===== config.mk =====
export PLATFORM = sky130hd
export DESIGN_NAME = pipe_flow_ctrl
export DESIGN_NICKNAME = d
export VERILOG_FILES = /design/src/rtl/pipe_ctrl_pkg.sv /design/src/rtl/sat_counter.sv /design/src/rtl/pipe_flow_ctrl.sv
export SDC_FILE = /design/constraint.sdc
export NUM_CORES = 1
export LEC_CHECK = 0
export ABC_AREA = 1
export CORE_ASPECT_RATIO = 0.7
export CORE_MARGIN = 2
export CORE_UTILIZATION = 55
export CTS_CLUSTER_SIZE = 12
export DETAILED_ROUTE_END_ITERATION = 7
export HOLD_SLACK_MARGIN = 0.08
export PLACE_DENSITY_LB_ADDON = 0.08
export SKIP_LAST_GASP = 1
export SYNTH_ARGS = -nofsm -noshare
export SYNTH_HDL_FRONTEND = slang
export SYNTH_HIERARCHICAL = 1
export SYNTH_SLANG_ARGS = --single-unit

===== constraint.sdc =====
create_clock -name clk -period 4.57 [get_ports clk]
set_clock_uncertainty 0.1 [all_clocks]
set_input_delay 1.371 -clock clk [delete_from_list [all_inputs] [get_ports clk]]
set_output_delay 1.371 -clock clk [all_outputs]
set_load 0.05 [all_outputs]

===== src/rtl/pipe_ctrl_pkg.sv =====
// Shared constants, types and the flush priority picker for the pipeline flow controller.
package pipe_ctrl_pkg;

    localparam int NUM_STAGES_DEFAULT = 5;

    localparam int ST_IF  = 0;
    localparam int ST_ID  = 1;
    localparam int ST_EX  = 2;
    localparam int ST_MEM = 3;
    localparam int ST_WB  = 4;

    // The picker works on a fixed-width vector; pipelines are zero-extended into it.
    localparam int MAX_STAGES  = 32;
    localparam int STAGE_IDX_W = 5;

    typedef logic [NUM_STAGES_DEFAULT-1:0] stage_vec_t;

    typedef struct packed {
        logic                   hit;
        logic [STAGE_IDX_W-1:0] idx;
    } flush_pick_t;

    // Highest set index wins: the oldest requesting stage owns the redirect.
    function automatic flush_pick_t flush_sel(input logic [MAX_STAGES-1:0] elig);
        flush_pick_t res;
        res = '0;
        for (int i = 0; i < MAX_STAGES; i++) begin
            if (elig[i]) begin
                res.hit = 1'b1;
                res.idx = STAGE_IDX_W'(i);
            end
        end
        return res;
    endfunction

endpackage


===== src/rtl/sat_counter.sv =====
// Saturating up-counter with synchronous clear; clear takes priority over increment.
module sat_counter #(
    parameter int CNT_W = 16
) (
    input  logic             clk,
    input  logic             rst,
    input  logic             i_clr,
    input  logic             i_inc,
    output logic [CNT_W-1:0] o_cnt
);

    logic [CNT_W-1:0] r_cnt;

    always_ff @(posedge clk or posedge rst) begin
        if (rst) begin
            r_cnt <= '0;
        end else if (i_clr) begin
            r_cnt <= '0;
        end else if (i_inc && (r_cnt != {CNT_W{1'b1}})) begin
            r_cnt <= r_cnt + CNT_W'(1);
        end
    end

    assign o_cnt = r_cnt;

endmodule


===== src/rtl/pipe_flow_ctrl.sv =====
// N-stage pipeline flow controller: ready-chain advance, oldest-wins flush and
// per-stage saturating stall counters.
module pipe_flow_ctrl
    import pipe_ctrl_pkg::*;
#(
    parameter int NUM_STAGES = NUM_STAGES_DEFAULT,
    parameter int CNT_W      = 16
) (
    input  logic                        clk,
    input  logic                        rst,
    input  logic                        fetch_en_i,
    input  logic [NUM_STAGES-1:0]       done_i,
    input  logic [NUM_STAGES-1:0]       hold_i,
    input  logic [NUM_STAGES-1:0]       flush_i,
    input  logic                        cnt_clr_i,
    output logic [NUM_STAGES-1:0]       valid_o,
    output logic [NUM_STAGES-1:0]       load_o,
    output logic [NUM_STAGES-1:0]       kill_o,
    output logic                        redirect_o,
    output logic                        retire_o,
    output logic [NUM_STAGES*CNT_W-1:0] stall_cnt_o
);

    logic [NUM_STAGES-1:0] r_valid;
    logic [NUM_STAGES-1:0] w_adv;
    logic [NUM_STAGES-1:0] w_valid_d;
    logic [NUM_STAGES-1:0] w_load;
    logic [NUM_STAGES-1:0] w_kill;
    logic [NUM_STAGES-1:0] w_stall;
    logic [MAX_STAGES-1:0] w_elig;
    flush_pick_t           w_pick;

    // Ready chain, oldest stage first: a stage may move when the next one is empty or moving.
    always_comb begin
        logic w_free;
        w_adv  = '0;
        w_free = 1'b1;
        for (int s = NUM_STAGES - 1; s >= 0; s--) begin
            w_adv[s] = r_valid[s] & done_i[s] & ~hold_i[s] & w_free;
            w_free   = ~r_valid[s] | w_adv[s];
        end
    end

    // A flush only counts when its stage is actually advancing this cycle.
    always_comb begin
        w_elig                   = '0;
        w_elig[NUM_STAGES-1:0]   = flush_i & w_adv;
    end

    assign w_pick = flush_sel(w_elig);

    always_comb begin
        w_kill = '0;
        w_load = w_adv;
        for (int s = 0; s < NUM_STAGES; s++) begin
            if (w_pick.hit && (STAGE_IDX_W'(s) < w_pick.idx)) begin
                w_kill[s] = r_valid[s];
                w_load[s] = 1'b0;
            end
        end
    end

    // Stage 0 always restarts when fetch is enabled; wrong-path stages 1..k are emptied on flush.
    always_comb begin
        w_valid_d        = '0;
        w_valid_d[ST_IF] = fetch_en_i;
        for (int s = 1; s < NUM_STAGES; s++) begin
            w_valid_d[s] = w_adv[s-1] | (r_valid[s] & ~w_adv[s]);
            if (w_pick.hit) begin
                if (STAGE_IDX_W'(s) <= w_pick.idx) begin
                    w_valid_d[s] = 1'b0;
                end else if (STAGE_IDX_W'(s) == w_pick.idx + STAGE_IDX_W'(1)) begin
                    w_valid_d[s] = 1'b1;
                end
            end
        end
    end

    always_ff @(posedge clk or posedge rst) begin
        if (rst) begin
            r_valid <= '0;
        end else begin
            r_valid <= w_valid_d;
        end
    end

    assign w_stall = r_valid & ~w_adv;

    for (genvar g = 0; g < NUM_STAGES; g++) begin : g_stall_cnt
        sat_counter #(
            .CNT_W (CNT_W)
        ) u_cnt (
            .clk   (clk),
            .rst   (rst),
            .i_clr (cnt_clr_i),
            .i_inc (w_stall[g]),
            .o_cnt (stall_cnt_o[g*CNT_W +: CNT_W])
        );
    end

    assign valid_o    = r_valid;
    assign load_o     = w_load;
    assign kill_o     = w_kill;
    assign redirect_o = w_pick.hit;
    assign retire_o   = w_adv[NUM_STAGES-1];

endmodule


==> results.md <==
- The run finished with clean final reports.
- The class of the tightest hold or removal check is reg -> reg.
- The portion of synthesized area spent on multiplexers is 0%.
- Once placement completed, the tool counted placed cells totaling 1093.
- The clock latency at the later pin of the worst-skew pair is 0.34 ns.
- The violation count after the first detailed-route iteration is 458.
- The post-layout total power is 2.40 mW.
- Using the TritonRoute via totals, the vias-per-cell ratio works out to 5.44.
- The die covers 11500 um2.
- Once the floorplan was initialized, standard cells occupied 56.8% of the core.
- Setup repair after global routing left no endpoint under its margin.
- The number of maximum-capacitance constraint violations is 0.
- The post-synthesis adder-cell area fraction is 1.06%.
- The die is 128 um wide.
- The synthesis warning total is 6.
- The routed design has 16100 um of wire.
- The global-route wire length before repair is 27200 um.
- The count of inserted antenna diode cells is 0.
- The number of setup buffers added after CTS is 0.
- Cell internal power was estimated by the tool at 1.50 mW.
- The cts-stage hold buffer count is 0.
- After legalization and detailed placement, the total HPWL measured 12000 um.
- The worst IR drop on VDD is 247 uV.
- For this run, the share of the core covered by cells in the final layout is 72.3%.
- The basic-gate share of the synthesized area counting and, or, nand and nor cells is 49.3%.
- The proportion of total power due to net switching is 37.8%.
- The total number of placement rows is 31.
- The placeable core region is 10400 um2.
- Excluding fillers, the count of instances in the completed layout stands at 1109.
- The CTS tree is done.
- Across every metal layer, demand over resource in global routing totals 28.8%.
- By area, the combinational part of the netlist is dominated by simple AND/OR/NAND/NOR gates.
- In the final layout, the share of cells above drive strength 1 is 9.62%.
- The worst hold-check slack is 0.462 ns.
- Data on the critical path arrives at its endpoint at 2.99 ns.
- Synthesis instantiated 29 different standard cells from the library.
- After layout, the worst path uses 97.6% of the clock period.
- For this run, the top clock speed supported by timing is 224 MHz.
- Summed over all layers, the global routing overflow is 0.
- The fraction of the mapped netlist area in compound gates is 1.77%.
- The final critical-path required period is 4.46 ns.
- At the worst endpoint, the required time is 3.10 ns.
- 116 I/O pins were placed.
- The max-slew violation count is 0.
- The fraction of the yosys area taken by sequential cells is 36.2%.
- The maximum fanout along the worst path is 4.
- The net count reported at finish is 996.
- The largest net degree at the start of global routing is 17.
- In this run, the combinational gates consume 31.5% of the power.
- The sequential group share of total power is 35.9%.
- After detailed routing, the number of remaining DRC violations is 0.
- The post-synthesis net count is 886.
- The routed layout has 6030 vias.
- Counting the buffers created by CTS gives 9.
- The final hold violation count is 0.
- The number of H-tree branching levels is 3.
- Synthesis produced a netlist whose cell count is 862.
- The sink count of the clock tree is 85.
- The relative area change from synthesis to final layout is 27.4%.
- The worst-margin pin slew is 0.844 ns.
- Dividing the detail-routed wire length by the instance count gives 14.5 um.
- The cell area after synthesis is 5880 um2.
- In this run, the clock network consumes 32.6% of the power.
- The flop and latch count out of synthesis is 85.
- The final setup violation count is 0.
- Headroom to the max-slew limit came out at 43.6%.
- For this run, the detailed router's first-pass iteration total came to 6.
- The setup total negative slack is 0 ns.
- The average cell area after synthesis is 6.82 um2.
- The clock tree root buffer cell is clkbuf_16.
- The clock input transition at the sequential cells of the worst setup and hold paths is 0.06 ns.
- The endpoint kind of the worst setup timing path is an output pin.
- At the end of routability-driven placement, the weighted congestion stood at 0.909.
- Power spread over the standard cell area amounts to 321 nW/um2.
- The fraction of synthesized cell area in xor and xnor cells is 2.98%.
- The maximum buffer depth of the clock tree is 2.
- The detail route stage leaves a number of antenna-violating nets equal to 0.
- The number of gates resized after CTS was 0.
- In this run the static leakage power is 3.74 nW.
- The net switching power is 907 uW.
- The floorplan step set the die height to 90.5 um.
- The critical path is of the in -> out type.
- The initial antenna violation count is 0.
- The count of input and output buffers is 114.
- The number of global-route vias before repair was 5693.
- The type of origin of the critical path is a primary input.
## final cells by class
cell class | instances | area (um2)
repair buffers | 115 | 1230
multi-input cells | 654 | 3250
fillers | 858 | 2870
flip-flops and latches | 85 | 2130
clock inverters | 6 | 87.6
clock buffers | 10 | 229
well taps | 132 | 165
inverters | 107 | 402
## kinds of logic (layout without fill, tap and decap cells)
family / count (synthesis) / count (layout)
AND/OR/NAND/NOR: 608 / 608
other: 1 / 1
adder cells (fa/ha/maj): 5 / 5
buffers and inverters: 123 / 238
AO/OA/AOI/OAI: 20 / 20
flip-flops: 85 / 85
XOR/XNOR: 20 / 20
## layout by cell type (no fill, tap or decap)
cell	count
inv_1	93
dfrtp_1	85
buf_12	9
conb_1	1
nand4_1	55
nor2_8	5
nand3_2	1
o21ai_0	5
clkdlybuf4s50_1	103
clkinvlp_4	3
clkinv_2	1
nand3_1	64
clkbuf_1	1
nor2_1	92
buf_4	3
nand3b_1	10
nor2_4	17
nor2_2	12
o21ai_2	1
xnor2_1	10
a21oi_1	9
xor2_1	10
inv_2	9
bufinv_16	2
ha_1	5
o21ai_1	5
clkbuf_16	9
nand2_4	9
nand2_2	12
nor3_1	6
nand2_1	324
nor3_4	1
clkinv_1	5
## cells in the mapped netlist, drive strengths merged
| cell | n | share of area, % |
|---|---|---|
| nand2 | 345 | 24 |
| nor2 | 126 | 12 |
| inv | 102 | 6.5 |
| dfrtp | 85 | 36 |
| nand3 | 65 | 5.6 |
| nand4 | 55 | 5.9 |
| buf | 16 | 1.8 |
| o21ai | 11 | 1.0 |
| nand3b | 10 | 1.3 |
| xnor2 | 10 | 1.5 |
| xor2 | 10 | 1.5 |
| a21oi | 9 | 0.77 |
| nor3 | 7 | 0.79 |
| clkinv | 5 | 0.32 |
| ha | 5 | 1.1 |
| conb | 1 | 0.064 |
## power groups by stage
stage / Clock [mW] / Combinational, mW / Sequential [mW]
finish: 0.783 / 0.758 / 0.863
global route: 0.827 / 0.809 / 0.870
CTS: 0.799 / 0.756 / 0.862
detailed placement: 0 / 0.752 / 0.875
global placement: 0 / 0.739 / 0.871
floorplan: 0 / 0.378 / 1.01
## metal layers
layer	vias up	GRT usage [%]	part of all wire (%)
met5	-	0	0
met4	0	8.06	1.3
met3	23	5.75	7.4
met2	244	45.1	47
met1	2814	40.7	45
li1	2949	-	-
## critical path: stages
cell and delay (ns):
clkdlybuf4s50_1 0.52, o21ai_2 0.23, nand2_2 0.08, nand2_2 0.09, nand2_2 0.08, nand2_4 0.10, nand2_4 0.07, nand2_4 0.08
nand2_2 0.05, nor2_2 0.15, buf_12 0.16
## sequential cells by signal (all words and copies together) (netlist names)
| register | count |
|---|---|
| valid_o | 5 |
| g_stall_cnt.u_cnt/o_cnt | 80 |
## final timing paths
check | from | to | slack, ns | depth (start not counted)
worst max register to register | valid_o[3]$_DFF_PP0_ | g_stall_cnt[0].u_cnt/o_cnt[7]$_DFFE_PP0P_ | 2.00 | 14
max in group asynchronous | rst | g_stall_cnt[1].u_cnt/o_cnt[0]$_DFFE_PP0P_ | 2.43 | 2
worst min register to register | g_stall_cnt[3].u_cnt/o_cnt[1]$_DFFE_PP0P_ | g_stall_cnt[3].u_cnt/o_cnt[1]$_DFFE_PP0P_ | 0.46 | 2
worst max-delay path | hold_i[4] | load_o[0] | 0.11 | 11
worst min-delay path | g_stall_cnt[3].u_cnt/o_cnt[1]$_DFFE_PP0P_ | g_stall_cnt[3].u_cnt/o_cnt[1]$_DFFE_PP0P_ | 0.46 | 2
min in group asynchronous | rst | valid_o[4]$_DFF_PP0_ | 1.33 | 2
## metrics by stage
step | worst slack [ns] | area (um2)
CTS | 0.0482 | 7490
global route | 0.00987 | 7490
finish | 0.111 | 7490
floorplan | 0.164 | 5880
detailed placement | 0.0538 | 7170
global placement | 0.176 | 7170
Power figures use the tool's default switching activity.
